<file path="src/rtl/dram_loader_if.sv">
// dram_loader_if: diagnostic strobe bus plus DRAM port of the loader
interface dram_loader_if #(
    parameter int ADDR_BITS = 9,
    parameter int WIDTH = 15
);
    logic                 diag_strobe;
    logic [6:0]           diag_func;
    logic [35:0]          diag_data;
    logic                 busy;
    logic [ADDR_BITS-1:0] dram_addr;
    logic [WIDTH-1:0]     dram_din;
    logic                 dram_we;
    logic                 dram_en;
    logic [WIDTH-1:0]     dram_dout;
    logic [WIDTH-1:0]     rd_data;
    logic                 rd_valid;
    logic                 par_err;
    logic                 overrun;
    modport master (
        output diag_strobe, diag_func, diag_data, dram_dout,
        input  busy, dram_addr, dram_din, dram_we, dram_en, rd_data, rd_valid, par_err, overrun
    );
    modport slave (
        input  diag_strobe, diag_func, diag_data, dram_dout,
        output busy, dram_addr, dram_din, dram_we, dram_en, rd_data, rd_valid, par_err, overrun
    );
endinterface

</file>
<file path="src/rtl/dram_loader.sv">
// dram_loader: diagnostic load, write and parity-checked readback engine for the IR dispatch RAM
module dram_loader #(
    parameter int ADDR_BITS = 9,
    parameter int WIDTH = 15
) (
    input logic clk,
    input logic reset,
    dram_loader_if.slave bus
);
    typedef enum logic [1:0] {IDLE, WRITE, RD_ISSUE, RD_CAP} state_t;
    state_t state;
    logic [ADDR_BITS-1:0] addr;
    logic [2:0] a, b;
    logic [3:0] jhi, jlo;
    logic [WIDTH-1:0] word;
    assign word = {a, b, ~^{a, b, jhi, jlo}, jhi, jlo};
    // the address counter itself is the registered DRAM address
    assign bus.dram_addr = addr;
    always_ff @(posedge clk or posedge reset) begin
        if (reset) begin
            state        <= IDLE;
            addr         <= '0;
            a            <= '0;
            b            <= '0;
            jhi          <= '0;
            jlo          <= '0;
            bus.busy     <= 1'b0;
            bus.dram_din <= '0;
            bus.dram_we  <= 1'b0;
            bus.dram_en  <= 1'b0;
            bus.rd_data  <= '0;
            bus.rd_valid <= 1'b0;
            bus.par_err  <= 1'b0;
            bus.overrun  <= 1'b0;
        end else begin
            bus.rd_valid <= 1'b0;
            if (bus.diag_strobe && bus.busy) bus.overrun <= 1'b1;
            case (state)
                IDLE: if (bus.diag_strobe) begin
                    case (bus.diag_func)
                        7'o50: addr <= bus.diag_data[ADDR_BITS-1:0];
                        7'o51: {a, b} <= bus.diag_data[5:0];
                        7'o52: {jhi, jlo} <= bus.diag_data[7:0];
                        7'o53: begin
                            state        <= WRITE;
                            bus.busy     <= 1'b1;
                            bus.dram_en  <= 1'b1;
                            bus.dram_we  <= 1'b1;
                            bus.dram_din <= word;
                        end
                        7'o54: begin
                            state       <= RD_ISSUE;
                            bus.busy    <= 1'b1;
                            bus.dram_en <= 1'b1;
                        end
                        7'o55: begin
                            bus.par_err <= 1'b0;
                            bus.overrun <= 1'b0;
                        end
                        default: ;
                    endcase
                end
                WRITE: begin
                    state       <= IDLE;
                    bus.busy    <= 1'b0;
                    bus.dram_en <= 1'b0;
                    bus.dram_we <= 1'b0;
                    addr        <= addr + 1'b1;
                end
                RD_ISSUE: begin
                    state       <= RD_CAP;
                    bus.dram_en <= 1'b0;
                end
                RD_CAP: begin
                    state        <= IDLE;
                    bus.busy     <= 1'b0;
                    bus.rd_data  <= bus.dram_dout;
                    bus.rd_valid <= 1'b1;
                    bus.par_err  <= bus.par_err | ~^bus.dram_dout;
                    addr         <= addr + 1'b1;
                end
                default: state <= IDLE;
            endcase
        end
    end
endmodule

</file>
<file path="src/flat_wrapper.sv">
// flat-port wrapper written by rule: the top's interface ports become plain ports
module dram_loader_flat 
#(
    parameter int ADDR_BITS = 9,
    parameter int WIDTH = 15
)
  (clk, reset, bus_diag_strobe, bus_diag_func, bus_diag_data, bus_dram_dout, bus_busy, bus_dram_addr, bus_dram_din, bus_dram_we, bus_dram_en, bus_rd_data, bus_rd_valid, bus_par_err, bus_overrun);
  dram_loader_if #(.ADDR_BITS(ADDR_BITS), .WIDTH(WIDTH)) bus_i ();
  input logic clk;
  input logic reset;
  input wire logic [$bits(bus_i.diag_strobe)-1:0] bus_diag_strobe;
  input wire logic [$bits(bus_i.diag_func)-1:0] bus_diag_func;
  input wire logic [$bits(bus_i.diag_data)-1:0] bus_diag_data;
  input wire logic [$bits(bus_i.dram_dout)-1:0] bus_dram_dout;
  output wire logic [$bits(bus_i.busy)-1:0] bus_busy;
  output wire logic [$bits(bus_i.dram_addr)-1:0] bus_dram_addr;
  output wire logic [$bits(bus_i.dram_din)-1:0] bus_dram_din;
  output wire logic [$bits(bus_i.dram_we)-1:0] bus_dram_we;
  output wire logic [$bits(bus_i.dram_en)-1:0] bus_dram_en;
  output wire logic [$bits(bus_i.rd_data)-1:0] bus_rd_data;
  output wire logic [$bits(bus_i.rd_valid)-1:0] bus_rd_valid;
  output wire logic [$bits(bus_i.par_err)-1:0] bus_par_err;
  output wire logic [$bits(bus_i.overrun)-1:0] bus_overrun;
  assign bus_i.diag_strobe = bus_diag_strobe;
  assign bus_i.diag_func = bus_diag_func;
  assign bus_i.diag_data = bus_diag_data;
  assign bus_i.dram_dout = bus_dram_dout;
  assign bus_busy = bus_i.busy;
  assign bus_dram_addr = bus_i.dram_addr;
  assign bus_dram_din = bus_i.dram_din;
  assign bus_dram_we = bus_i.dram_we;
  assign bus_dram_en = bus_i.dram_en;
  assign bus_rd_data = bus_i.rd_data;
  assign bus_rd_valid = bus_i.rd_valid;
  assign bus_par_err = bus_i.par_err;
  assign bus_overrun = bus_i.overrun;
  dram_loader #(.ADDR_BITS(ADDR_BITS), .WIDTH(WIDTH)) u_core (.clk(clk), .reset(reset), .bus(bus_i));
endmodule
</file>
<file path="config.mk">
export PLATFORM = sky130hd
export DESIGN_NAME = dram_loader_flat
export DESIGN_NICKNAME = d
export VERILOG_FILES = /design/src/rtl/dram_loader_if.sv /design/src/rtl/dram_loader.sv /design/src/flat_wrapper.sv
export SDC_FILE = /design/constraint.sdc
export NUM_CORES = 1
export LEC_CHECK = 0
export ABC_AREA = 0
export CAP_MARGIN = 10
export CORE_MARGIN = 1
export CORE_UTILIZATION = 36
export CTS_CLUSTER_DIAMETER = 120
export CTS_CLUSTER_SIZE = 12
export DETAILED_ROUTE_END_ITERATION = 7
export DONT_BUFFER_PORTS = 1
export PLACE_DENSITY_LB_ADDON = 0.05
export SYNTH_ARGS = -nofsm -noshare
export SYNTH_HDL_FRONTEND = slang
export SYNTH_SLANG_ARGS = --single-unit
</file>
<file path="constraint.sdc">
create_clock -name clk -period 2.4 [get_ports clk]
set_clock_uncertainty 0.2 [all_clocks]
set_input_delay 0.48 -clock clk [delete_from_list [all_inputs] [get_ports clk]]
set_output_delay 0.48 -clock clk [all_outputs]
set_load 0.02 [all_outputs]
</file>
==> flow_results.org, run 1 <==
** Global route
- Total global-route track usage :: between 10% and 20%
- Number of global-route vias before repair :: 1958
- The first global-routing pass estimated slightly above 10000 µm of wire.
- Global route overflow :: 0
- Number of antenna violations at the first check in global routing :: 0
- Entering global routing, the biggest net connects 44 pins.

** Hold path
- In this run the most critical hold path is launched from bus_diag_data[1].
- Hold Crit Depth :: 1
- The min-delay analysis places its worst path in the category in2reg.

** Pwr
- In this run the power density over the cells is ~1200 nW/µm².
- Across the VDD grid, the largest voltage drop is roughly 0.5 mV.
- In this run the static leakage power is 1.558 nW.
- The completed layout was analyzed and its total power is ~4 mW.

** Synth
- Summed over its instances, the top area cell type makes up approximately half of the synthesized netlist area.
- Flops & latches, synth :: 61
- Each instance of the synthesized netlist takes up on average 12.80 µm².
- Summed over all instances, the cell type with the most area after synthesis is dfrtp_1.
- The number of different library cells used by synthesis comes to 48.
- Largest cells by area after synthesis :: dfrtp_1 51%, mux2_2 14%, xnor2_1 4.3%
- Count of mapped cells out of synthesis :: ~240
- Share of synthesized registers carrying an async set or reset :: between 90% and 100%
- The most used flip-flop cell after synthesis is dfrtp_1.
- Most instantiated cells after synthesis :: 61 x dfrtp_1, 37 x mux2_2, 15 x xnor2_1, 13 x o21ai_0, 8 x mux2_4
- Part of the Yosys area used for sequential elements :: about half
- When the netlist entered floorplanning its net count stood at between 300 and 400.
- Total standard cell area after synthesis :: between 3000 and 4000 µm²
- During synthesis, Yosys emitted a total of 0 warnings.
- Leading cell type by number of instances after synthesis :: dfrtp_1
- In this run, synthesis inferred 0 flip-flops with an integrated enable.

** CTS
- In this run, CTS created clock tree buffers numbering 9.
- TritonCTS built the clock tree.
- Later-pin clock latency in the skew report :: roughly 330 ps
- In this run the number of H-tree levels came out at 3.
- After clock tree synthesis, the clock-pin slew on the worst setup and hold paths is ~70 ps.
- Clock Sink Count :: between 60 and 70
- Maximum buffer depth of the clock tree :: 2
- Clock tree root driver cell :: clkbuf_8

** Setup path
- Endpoint required time on the critical path :: 2410 ps
- Measured in cells, the most critical reg-to-reg path has a length of 5.
- The critical path starts at u_core.state[0].
- Type of element launching the critical path :: flip-flop
- Worst reg2reg path startpoint :: u_core.state[0]
- Path type of the worst setup path :: reg2reg
- In this run the worst path has a maximum fanout of 8.
- Arrival time of data at the critical path endpoint :: between 2000 and 2500 ps
- Capturing element type of the critical path :: flip-flop

** Final layout
- The number of antenna diodes in the final layout is 0.
- Compared with the post-synthesis result, the final layout area differs by 11.89%.
- Of the cells placed in the final design, the portion with a size suffix greater than 1 is 30.36%.
- The finished cells cover roughly 3400 µm².
- After the last flow step, the layout net total stands at 309.

** Timing
- Number of setup violations in the final report :: 0
- The smallest clock period supported by the final layout is computed as 2294 ps.
- Period Utilization, post-route :: 95.56%
- Worst Max-Slew Pin Slew :: a little over 500 ps
- The final-report hold violation count came to 0.
- Based on the critical path, the design can be clocked at up to 0.4360 GHz.
- Setup repair after global routing left no endpoint under its margin.
- In this run the tightest slew margin relative to its limit is between 60% and 70%.
- Setup total negative slack :: 0 ps
- The count of pins over their slew limit came to 0.

** Drt
- After detailed routing, no signal wire sits above met4.
- In the final routed layout, each cell accounts on average for ~19 µm.
- The routed design uses approximately 470 µm of met3 wire.
- DR WL met2 :: ~3200 µm
- After detailed routing, the number of vias per cell comes to 5.364.
- Metal-1 WL :: about 2800 µm
- DRC errors left :: 0
- Detailed-route via count :: about 1900
- The count of nets left with antenna violations once routing finished came out at 0.
- Number of design-rule violations left by the first detailed-router iteration :: between 50 and 60
- Sum of routed wire length over all layers :: approximately 6500 µm
- The first detailed-routing pass ran for 4 iterations.

** Floorplanning
- Core Area :: roughly 8000 µm²
- The floorplan has 33 rows.
- The die is 93.60 µm wide.
- Die ar. :: between 8000 and 9000 µm²
- Top-Level Pins :: 106
- From bottom edge to top edge, the die measures between 90 and 100 µm.
- Once the floorplan was initialized, standard cells occupied a little under two fifths of the core.

** Place
- Routability-driven placement finished with a final weighted congestion of between 0.8 and 0.9.
- Input and output buffers added on the ports amount to 0.
- Detailed placement HPWL :: 4703 µm
- After detailed placement, the total cell area comes to approximately 3200 µm².

** Flow run
- Max Cap Viol :: 0

** Outcome
- The run finished with clean final reports.
==> state kept, by name (all words and copies together) (netlist names), 2 cells and up <==
register              cells
u_core.a                  3
u_core.bus.rd_data       15
u_core.b                  3
u_core.bus.dram_addr      9
u_core.jlo                4
u_core.state              2
u_core.jhi                4
u_core.bus.dram_din      15
==> final cells by class <==
cell class              instances  area, µm²
inverters                       6      22.52
flip-flops and latches         61       1526
clock inverters                 5      75.07
well taps                     105      131.4
repair buffers                  9      82.58
clock buffers                  10      137.6
fillers                       760       4796
multi-input cells             156       1404
==> worst max-delay path, stage by stage, from the launching register on <==
cell	delay [ps]
dfrtp_1	410
inv_1	120
ha_1	350
nand3_2	130
or4b_4	620
mux2_4	340
==> per-layer routing <==
layer  vias to the layer above  GRT usage, %
met2                        65         24.75
met3                         4         4.959
met1                       944         20.28
li1                        875             -
met5                         -             0
met4                         0         7.308
==> through the flow <==
stage	cells	hold WS, ps	utilization [%]	setup slack, ps
final	352	93.25	41.34	106.5
after global routing	352	68.92	41.34	34.81
after CTS	352	71.93	41.34	121.0
after detailed placement	336	211.2	38.61	136.3
after global placement	336	186.7	38.61	184.6
after floorplan	236	319.7	-	207.0
==> timing repair <==
item | 4_1_cts | 5_1_grt
endpoints found under the hold margin | 18 | 0
hold buffers | 1 | 0
setup endpoints to repair | 0 | 0
gates resized for setup | 0 | 0
setup buffers | 0 | 0
==> placed cells by master (no fill, tap or decap), types with 2 or more instances in the layout <==
cell        n
clkbuf_8   10
o31ai_1     2
xnor2_1    15
xnor3_1     5
mux2_4      8
a2bb2oi_1   5
a32oi_1     2
a21oi_1     6
xor2_1      2
nand4_1     3
nand2_1     6
o2bb2ai_1   2
clkinv_2    3
nor2_1      6
inv_1       5
o21ai_0    13
or2_2       2
mux2_2     37
nand3_1     3
nor3_1      6
dfrtp_1    61
ha_1        5
buf_4       7
and3_1      3
bufinv_16   2
a31oi_1     4
==> final timing paths <==
kind,to,slack (ps)
max,u_core.jlo[0],110
max reg2reg,u_core.jlo[0],110
min in group asynchronous,u_core.bus.rd_data[8],420
max in group asynchronous,u_core.bus.dram_din[5],1000
min reg2reg,u_core.bus.dram_din[13],360
min,u_core.jlo[1],90
==> cells by family (layout without fill, tap and decap cells) <==
kind of cell | count (synthesis) | after routing | share of synthesized area (%)
and+or+nand+nor | 41 | 41 | 8.409
DFF | 61 | 61 | 50.54
adders and majority gates | 5 | 5 | 2.071
AOI/OAI and AO/OA | 42 | 42 | 9.238
xor gates and xnor gates | 22 | 22 | 8.658
buffers and inverters | 19 | 30 | 2.982
muxes | 46 | 46 | 18.10
==> where the power goes <==
part	switching, mW	internal [mW]
combinational	0.556	0.602
clock	0.388	0.602
sequential	0.541	1.30
Note: power is estimated with default switching activity, not from simulation.
==> run 2: changes to the inputs <==
RECOVER_POWER = 100   (was not set)
==> flow_results.org, run 2 (synthesis gave the netlist of run 1 again) <==
** Outcome
- Result of the run :: finished, final reports clean (unchanged)

** Timing
- The final cycle utilization of the critical path is 95.15% (was 95.56%).
- The minimum clock period is 2284 ps (was 2294 ps).
- The slew at the pin closest to its max-slew limit was 924.5 ps (was 507.7 ps).
- Number of setup violations in the final report :: 0 (unchanged)
- Upper clock frequency limit :: 0.4379 GHz (was 0.4360 GHz)
- The count of pins over their slew limit is 0 (unchanged).
- The headroom to the max-slew limit was 38.37% (was 66.15%).
- The final-report hold violation count is 0 (unchanged).
- Setup total negative slack :: 0 ps (unchanged)
- Unrepaired setup endpoints after global routing: false (unchanged).

** Final layout
- The ratio of cells with drive above 1 in the final layout came to 26.32% (was 30.36%).
- The area of all placed cells without fillers came to 3326 µm² (was 3379 µm²).
- Number of antenna diodes :: 0 (unchanged)
- The most common library cell in the layout ignoring fill and taps was dfrtp_1 (unchanged).
- The core utilization of the finished layout was 40.68% (was 41.34%).
- The layout net count came to 309 (unchanged).
- Area added between synthesis and finish :: 10.11% (was 11.89%)
- Commonest cells after routing, fill and taps aside :: 61 x dfrtp_1, 37 x mux2_2, 15 x xnor2_1 (unchanged)
- The fill cell total of the finished layout was 772 (was 760).

** Floorplanning
- The core area was 8175 µm² (unchanged).
- Die ar. :: 8760 µm² (unchanged)
- Starting density of the core :: 36.95% (unchanged)
- Width of the die :: 93.60 µm (unchanged)
- The die span in y is 93.60 µm (unchanged).
- Row cnt :: 33 (unchanged)
- The number of top-level pins came to 106 (unchanged).

** CTS
- Clock Sink Count :: 61 (unchanged)
- The maximum level of the CTS H-tree was 3 (unchanged).
- # resized after CTS :: 0 (unchanged)
- Clock tree root driver cell :: clkbuf_8 (unchanged)
- The number of buffers created by CTS was 9 (unchanged).
- Clk slew on worst S/H paths :: 70 ps (about the same)
- Clock tree from TritonCTS :: yes (unchanged)
- The maximum clock path buffer count came to 2 (unchanged).
- The source-to-sink clock delay at the later pin of the worst-skew pair is 330 ps (about the same).
- Hold-fix buffers at CTS :: 1 (unchanged)
- The post-CTS repair timing setup buffer count came to 0 (unchanged).

** Drt
- Sum of routed wire length over all layers :: 6536 µm (was 6542 µm)
- The vias after detailed routing came to 1900 (was 1888).
- The post-route antenna net violation count was 0 (unchanged).
- The DRC violation count after routing came to 0 (unchanged).
- The average wire length per cell after detail routing came to 18.57 µm (was 18.59 µm).
- Number of design-rule violations left by the first detailed-router iteration :: 43 (was 53)
- Average via count per standard cell :: 5.398 (was 5.364)
- The first-pass detailed-route iteration total was 4 (unchanged).

** Global route
- The pin count of the biggest net entering global routing came to 44 (unchanged).
- The wire length of the first global-routing pass was 10380 µm (unchanged).
- Number of global-route vias before repair :: 1958 (unchanged)
- The total congestion overflow is 0 (unchanged).
- The initial antenna violation count was 0 (unchanged).
- The global router's overall resource usage is 15.95% (unchanged).

** Pwr
- The leakage dissipation came to 1.523 nW (was 1.558 nW).
- Total power divided by cell area :: 1190 nW/µm² (was 1181 nW/µm²)
- The largest voltage drop on the vdd net is 0.4973 mV (was 0.5030 mV).

** Setup path
- The data required time at the worst endpoint was 2400 ps (was 2410 ps).
- Path type of the worst setup path :: reg2reg (unchanged)
- The type of origin of the critical path is a flip-flop (unchanged).
- Biggest fanout along the worst timing path :: 8 (unchanged)
- The slowest cell on the critical path is or4b_4 (unchanged).
- Arrival time of data at the critical path endpoint :: 2290 ps (was 2300 ps)
- Capturing element type of the critical path :: flip-flop (unchanged)
- Max incr delay on CP :: 590 ps (was 620 ps)
- The number of buffer and inverter instances along the worst setup path came to 1 (unchanged).
- The critical path's top delay family is simple AND/OR/NAND/NOR gates (unchanged).
- Cell chain of the critical path :: inv_1, ha_1, nand3_2, or4b_4, mux2_1 (was inv_1, ha_1, nand3_2, or4b_4, mux2_4)

** Place
- The number of buffer cells added on primary ports came to 0 (unchanged).
- The half-perimeter wire length after placement was 4703 µm (unchanged).
- Post-placement cell area :: 3157 µm² (unchanged)
- Routability congestion estimate from global placement :: 0.8025 (unchanged)

** Hold path
- Class of the tightest hold or removal check :: in2reg (unchanged)

** Flow run
- Max Cap Viol :: 0 (unchanged)
-- run 2: cell types whose count changed in the layout (fill, tap and decap cells not counted), sizes merged --
cell	change
buf	-6
clkbuf	+6
-- run 2: worst reg2reg max path: stages (launching register included) --
cell and delay, ps:
dfrtp_1 410, inv_1 120, ha_1 340, nand3_2 130
or4b_4 590, mux2_1 360
-- run 2: per-layer routing --
metal	vias to the layer above	track usage, %	part of all wire [%]
li1	881	-	-
met1	937	20.28	43
met2	74	24.75	48
met3	8	4.959	7.3
met4	0	7.308	1.4
met5	-	0	0
-- run 2: cell type report --
class | count | area, µm² | share of cell area [%]
Clock buffer | 10 | 137.6 | 4.138
Clock inverter | 5 | 75.07 | 2.257
Inverter | 6 | 22.52 | 0.6772
Multi-Input combinational cell | 156 | 1378 | 41.42
Sequential cell | 61 | 1526 | 45.90
Tap cell | 105 | 131.4 | 3.950
Timing Repair Buffer | 9 | 55.05 | 1.655
-- run 2: worst paths after layout --
check	from	end	slack (ps)	depth (start not counted)
max in group asynchronous	reset	u_core.bus.dram_din[4]	330	3
worst min-delay path	bus_diag_data[3]	u_core.jlo[3]	80	1
worst max register to register	u_core.state[0]	u_core.jhi[3]	120	5
min in group asynchronous	reset	u_core.bus.rd_data[8]	530	2
worst max-delay path	u_core.state[0]	u_core.jhi[3]	120	5
worst min register to register	u_core.jhi[0]	u_core.jhi[0]	350	1
-- run 2: per-stage QoR --
step | hold WS [ps] | setup WS (ps) | cells | power [mW]
floorplan | 319.7 | 207.0 | 236 | 2.716
global placement | 186.7 | 184.6 | 336 | 2.959
detailed placement | 211.2 | 136.3 | 336 | 3.023
CTS | 71.93 | 121.0 | 352 | 4.034
global route | 65.47 | 26.01 | 352 | 4.207
finish | 77.23 | 116.5 | 352 | 3.958
-- run 2: report_power, final --
group	switching [mW]	internal (mW)	total, mW
Sequential	0.541	1.30	1.84
Combinational	0.554	0.573	1.13
Clock	0.387	0.602	0.989
